===== src/rtl/btb_update_ctrl.sv =====
// BTB write-port sequencer: round-robin arbitration of two resolve ports into a small
// update FIFO, one BTB write per cycle, and a valid=0 sweep after reset or flush.
module btb_update_ctrl #(
  parameter int unsigned INDEX_W    = 10,
  parameter int unsigned FIFO_DEPTH = 4
) (
  input  logic        clk,
  input  logic        rst_n,
  input  logic        flush_i,
  input  logic [1:0]  upd_valid_i,
  output logic [1:0]  upd_ready_o,
  input  logic [59:0] upd_pc_i,
  input  logic [59:0] upd_bta_i,
  input  logic [3:0]  upd_br_type_i,
  output logic        btb_we_o,
  output logic [29:0] btb_wpc_o,
  output logic        btb_wvalid_o,
  output logic [29:0] btb_bta_o,
  output logic [1:0]  btb_br_type_o,
  output logic        busy_o
);

  localparam int unsigned PtrW  = $clog2(FIFO_DEPTH) + 1;
  localparam int unsigned AddrW = PtrW - 1;
  localparam int unsigned CntW  = INDEX_W + 1;

  typedef enum logic {StSweep, StRun} state_e;

  state_e            state_q, state_d;
  logic [CntW-1:0]   cnt_q, cnt_d;
  logic [PtrW-1:0]   wr_ptr_q, rd_ptr_q, count;
  logic              rr_q;
  logic [29:0]       fifo_pc   [FIFO_DEPTH];
  logic [29:0]       fifo_bta  [FIFO_DEPTH];
  logic [1:0]        fifo_type [FIFO_DEPTH];

  logic              we_q, we_d, wvalid_q, wvalid_d;
  logic [29:0]       wpc_q, wpc_d, bta_q, bta_d;
  logic [1:0]        type_q, type_d;

  logic              empty, full, gp, accept, pop, push, merge, tail_live;
  logic [AddrW-1:0]  wr_idx, rd_idx, last_idx;
  logic [29:0]       in_pc, in_bta;
  logic [1:0]        in_type;

  assign wr_idx   = wr_ptr_q[AddrW-1:0];
  assign rd_idx   = rd_ptr_q[AddrW-1:0];
  assign last_idx = wr_idx - AddrW'(1);
  assign count    = wr_ptr_q - rd_ptr_q;
  assign empty    = (wr_ptr_q == rd_ptr_q);
  assign full     = (wr_ptr_q[PtrW-1] != rd_ptr_q[PtrW-1]) && (wr_idx == rd_idx);

  // Arbitration, acceptance and duplicate-merge detection
  always_comb begin
    gp          = (upd_valid_i == 2'b11) ? rr_q : upd_valid_i[1];
    accept      = (|upd_valid_i) & ~flush_i & ~full;
    upd_ready_o = accept ? (gp ? 2'b10 : 2'b01) : 2'b00;
    in_pc       = gp ? upd_pc_i[59:30]     : upd_pc_i[29:0];
    in_bta      = gp ? upd_bta_i[59:30]    : upd_bta_i[29:0];
    in_type     = gp ? upd_br_type_i[3:2]  : upd_br_type_i[1:0];
    pop         = (state_q == StRun) & ~empty & ~flush_i;
    // The tail is leaving this cycle if it is the only entry being popped.
    tail_live   = ~empty & ~(pop & (count == PtrW'(1)));
    merge       = accept & tail_live & (fifo_pc[last_idx] == in_pc);
    push        = accept & ~merge;
  end

  always_ff @(posedge clk) begin
    if (!rst_n) begin
      state_q  <= StSweep;
      cnt_q    <= '0;
      wr_ptr_q <= '0;
      rd_ptr_q <= '0;
      rr_q     <= 1'b0;
      we_q     <= 1'b0;
      wvalid_q <= 1'b0;
      wpc_q    <= '0;
      bta_q    <= '0;
      type_q   <= '0;
    end else begin
      state_q  <= state_d;
      cnt_q    <= cnt_d;
      we_q     <= we_d;
      wvalid_q <= wvalid_d;
      wpc_q    <= wpc_d;
      bta_q    <= bta_d;
      type_q   <= type_d;
      if (accept) rr_q <= ~gp;
      if (flush_i) begin
        wr_ptr_q <= '0;
        rd_ptr_q <= '0;
      end else begin
        if (push) wr_ptr_q <= wr_ptr_q + PtrW'(1);
        if (pop)  rd_ptr_q <= rd_ptr_q + PtrW'(1);
      end
    end
  end

  always_ff @(posedge clk) begin
    if (rst_n && push) begin
      fifo_pc[wr_idx]   <= in_pc;
      fifo_bta[wr_idx]  <= in_bta;
      fifo_type[wr_idx] <= in_type;
    end else if (rst_n && merge) begin
      fifo_bta[last_idx]  <= in_bta;
      fifo_type[last_idx] <= in_type;
    end
  end

  always_comb begin
    state_d = state_q;
    cnt_d   = cnt_q;
    if (flush_i) begin
      state_d = StSweep;
      cnt_d   = '0;
    end else if (state_q == StSweep) begin
      cnt_d = cnt_q + CntW'(1);
      if (&cnt_q) state_d = StRun;
    end
  end

  // Next BTB write: sweep slot, popped entry, or idle with fields held
  always_comb begin
    we_d     = 1'b0;
    wvalid_d = wvalid_q;
    wpc_d    = wpc_q;
    bta_d    = bta_q;
    type_d   = type_q;
    if (!flush_i) begin
      if (state_q == StSweep) begin
        we_d     = 1'b1;
        wvalid_d = 1'b0;
        wpc_d    = 30'(cnt_q);
        bta_d    = '0;
        type_d   = '0;
      end else if (pop) begin
        we_d     = 1'b1;
        wvalid_d = 1'b1;
        wpc_d    = fifo_pc[rd_idx];
        bta_d    = fifo_bta[rd_idx];
        type_d   = fifo_type[rd_idx];
      end
    end
  end

  assign btb_we_o      = we_q;
  assign btb_wvalid_o  = wvalid_q;
  assign btb_wpc_o     = wpc_q;
  assign btb_bta_o     = bta_q;
  assign btb_br_type_o = type_q;
  assign busy_o        = (state_q == StSweep);

endmodule


===== config.mk =====
export PLATFORM = sky130hd
export DESIGN_NAME = btb_update_ctrl
export DESIGN_NICKNAME = d
export VERILOG_FILES = /design/src/rtl/btb_update_ctrl.sv
export SDC_FILE = /design/constraint.sdc
export NUM_CORES = 1
export LEC_CHECK = 0
export ABC_AREA = 1
export BUFFER_PORTS_ARGS = -buffer_cell sky130_fd_sc_hd__buf_4
export CORE_ASPECT_RATIO = 0.75
export CORE_MARGIN = 4
export CORE_UTILIZATION = 47
export CTS_BUF_LIST = sky130_fd_sc_hd__clkbuf_4 sky130_fd_sc_hd__clkbuf_8 sky130_fd_sc_hd__clkbuf_16
export DETAILED_ROUTE_END_ITERATION = 10
export GPL_TIMING_DRIVEN = 1
export PLACE_DENSITY = 0.78
export SYNTH_ARGS = -nofsm -noshare
export SYNTH_HDL_FRONTEND = slang
export SYNTH_SLANG_ARGS = --single-unit

===== constraint.sdc =====
create_clock -name clk -period 4.8 [get_ports clk]
set_clock_uncertainty 0.05 [all_clocks]
set_input_delay 1.2 -clock clk [delete_from_list [all_inputs] [get_ports clk]]
set_output_delay 1.2 -clock clk [all_outputs]
set_load 0.01 [all_outputs]

==> reports/qor.yml <==
finish:
  drive_gt1_frac: 0.1452
  fin_util: 0.5646
  syn_to_final_growth_pct: 18.70
  nNetsFinal: 2321
timing:
  period_minus_slack_ns: 4.249
  clock.fmax_mhz: 235.4
  hold_viol_final: 0
  hold_ws_ns: 0.4157
  rsz0062_at_grt: "false"
  fin_ws_ns: 0.5514
  fin_tns_setup_ns: 0
  tightest_slew_ns: 1.228
  maxSlewViolCount: 0
  finalCritPeriodShare: 0.8851
  slew_headroom: 0.1811
  setup_viol: 0
worst_setup_path:
  critPathCaptureType: "primary output"
  arrival_ns: 3.00
  worst-setup-path-type: "reg -> out"
  r2r_setup_slack_ns: 0.90
  r2r_end: "fifo_bta[0][6]$_DFFE_PP_"
  rr_startpoint: "wr_ptr_q[1]$_SDFFE_PP0N_"
  path_max_fanout: 64
  cp.required_ns: 3.55
  reg2reg_depth: 16
  startpoint_type: "register"
power:
  seqPwrFrac: 0.476
  powerDensity_nw_per_um2: 341.6
  sw_frac_of_total: 0.2344
  total_power_mw: 6.678
  peakVddDrop_mv: 0.2149
  p_switching_mw: 1.565
  p_comb_frac: 0.098
  p_leak_nw: 8.336
  internal-power_mw: 5.113
  clkPwrFrac: 0.427
placed_design:
  hpwl_mm: 31.23
  gp_congestion: 0.9351
  dp_slack_ns: 0.6106
  portBuffers: 195
job:
  cap_viol_max_count: 0
run_status:
  status: "finished clean"
synthesis:
  synth_cell_types: 33
  synth-seq-cells: 333
  synth_edf_count: 248
  synth.avg_cell_area_um2: 8.097
  synthFlopType: "edfxtp_1"
  synthCells: 2034
  yosys_warnings: 0
  synthArstFlopShare: 0
  synth_seq_area_share: 0.5555
  syn_area_um2: 16470
  synthesis.nets: 2172
clock_tree:
  cts_max_level: 2
  tritoncts: "built"
  clk_pin_slew_ns: 0.06
  cts_buffers: 35
  insertion_delay_ns: 0.54
  clock_path_buffers: 3
  postCtsSetupRepairBufs: 0
  cts_resized: 0
  clock_sinks: 333
  hold_buffers: 0
  clock-root-buffer: "clkbuf_16"
route:
  wire_per_inst_um: 18.07
  vias_per_cell: 5.548
  routed_wl_mm: 48.22
  drc: 0
  dr.pass1.iters: 7
  detail-route-antenna-nets: 0
  vias: 14810
  drt_iter0_drc: 1906
grt:
  grt_pass1_vias: 14010
  grt_overflow_total: 0
  grt_antenna_before_repair: 1
  grt_max_degree: 84
  grt_pass1_wl_mm: 74.73
  track_usage: 0.2451
floorplan:
  dieWidth_um: 224.1
  dieArea_um2: 38130
  ioPinCount: 196
  coreArea_um2: 34620
  start_util: 0.4757
  rows: 59
  die_y_um: 170.1
worst_hold_path:
  hp-class: "reg -> reg"
  min_from: "btb_wpc_o[21]$_SDFFE_PN0P_"
  holdPathEnd: "btb_wpc_o[21]$_SDFFE_PN0P_"
  whs_path_depth: 2
[per-stage QoR]
stage          cells  cell area [µm²]
2_1_floorplan   2034            16470
3_3_place_gp    2603            18320
3_5_place_dp    2603            18320
4_1_cts         2667            19540
5_1_grt         2668            19550
6_report        2669            19550
[synth_stat cells (2+ instances only)]
master	number	area (µm²)
nor3_1	6	30.03
nand3b_1	23	172.7
o21ai_0	139	695.7
edfxtp_1	248	7447
nand2_1	810	3040
nor2_2	2	12.51
dfxtp_1	85	1702
buf_4	9	67.56
a211oi_1	2	15.01
o22ai_1	56	350.3
a31oi_1	5	31.28
buf_2	25	125.1
inv_2	9	33.78
buf_1	5	18.77
clkbuf_1	69	259.0
buf_6	5	56.30
nand2_2	6	37.54
nor2_1	211	792.0
nand3_1	120	600.6
nor4_1	2	12.51
ha_1	8	100.1
a21oi_1	84	420.4
inv_1	95	356.6
[final cells by class]
class | count | area, µm²
timing repair buffer | 225 | 1752
antenna | 2 | 5.005
tap | 457 | 571.8
clock buffer | 52 | 1046
multi-input combinational | 1482 | 6439
fill | 2928 | 15070
inverter | 106 | 401.6
sequential | 333 | 9155
clock inverter | 12 | 177.7
[registers in the layout, indices dropped and copies added (netlist names), named ones only]
register       count
btb_br_type_o      2
btb_bta_o         30
btb_we_o           1
btb_wpc_o         30
btb_wvalid_o       1
cnt_q             11
fifo_bta         120
fifo_pc          120
fifo_type          8
rd_ptr_q           3
rr_q               1
state_q            1
wr_ptr_q           3
[cells in the final DEF, fill, tap and decap left out, drive strengths merged]
cell,count
inv,105
nand3,120
a21oi,84
dfxtp,85
clkinv,7
o22ai,56
o21a,1
clkinvlp,2
a31oi,5
nor2,213
ha,8
nand2,817
buf,225
fa,1
edfxtp,248
bufinv,4
o221ai,1
o221a,1
xor2,1
nand3b,23
nor3,6
a211oi,2
nor4,2
a221oi,1
o21ai,140
clkbuf,52
diode,2
[cell families (layout without fill, tap and decap cells)]
| family | Yosys count | count (layout) | synth area share |
|---|---|---|---|
| AOI/OAI and AO/OA | 291 | 291 | 0.09436 |
| and+or+nand+nor | 1181 | 1181 | 0.2860 |
| DFF | 333 | 333 | 0.5555 |
| buffers and inverters | 219 | 395 | 0.05630 |
| other | 0 | 2 | 0 |
| xor gates and xnor gates | 1 | 1 | 0.0005319 |
| adders and majority gates | 9 | 9 | 0.007294 |
[worst max path at each step]
stage	startpoint	to	slack, ns
finish	wr_ptr_q[0]$_SDFFE_PP0N_	upd_ready_o[1]	0.55
global route	wr_ptr_q[0]$_SDFFE_PP0N_	upd_ready_o[1]	0.37
CTS	wr_ptr_q[0]$_SDFFE_PP0N_	upd_ready_o[1]	0.59
detailed placement	upd_valid_i[0]	fifo_bta[0][5]$_DFFE_PP_	0.61
global placement	upd_valid_i[0]	fifo_bta[0][5]$_DFFE_PP_	0.65
floorplan	upd_valid_i[1]	fifo_bta[1][0]$_DFFE_PP_	0.47
[critical path, stage by stage, from the launching register on]
cell and delay, ns:
dfxtp_2 0.33, inv_4 0.05, buf_4 0.63, ha_1 0.37
nand2_1 0.08, inv_1 0.06, a21oi_1 0.39, inv_1 0.21
nor2_1 0.18, buf_4 0.15
[power groups by stage]
stage | sequential [mW] | clock [mW] | combinational, mW
CTS | 3.18 | 2.89 | 0.641
floorplan | 3.24 | 0 | 0.391
detailed placement | 3.24 | 0 | 0.638
finish | 3.18 | 2.85 | 0.652
global route | 3.18 | 3.01 | 0.723
global placement | 3.24 | 0 | 0.618
[per-layer routing]
layer,GRT usage,routed length (µm),up-vias
li1,-,-,7023
met3,0.04397,4907,125
met5,0,0,-
met2,0.3852,21690,797
met1,0.3463,20170,6863
met4,0.08411,1451,0
Note: power is estimated with default switching activity, not from simulation.
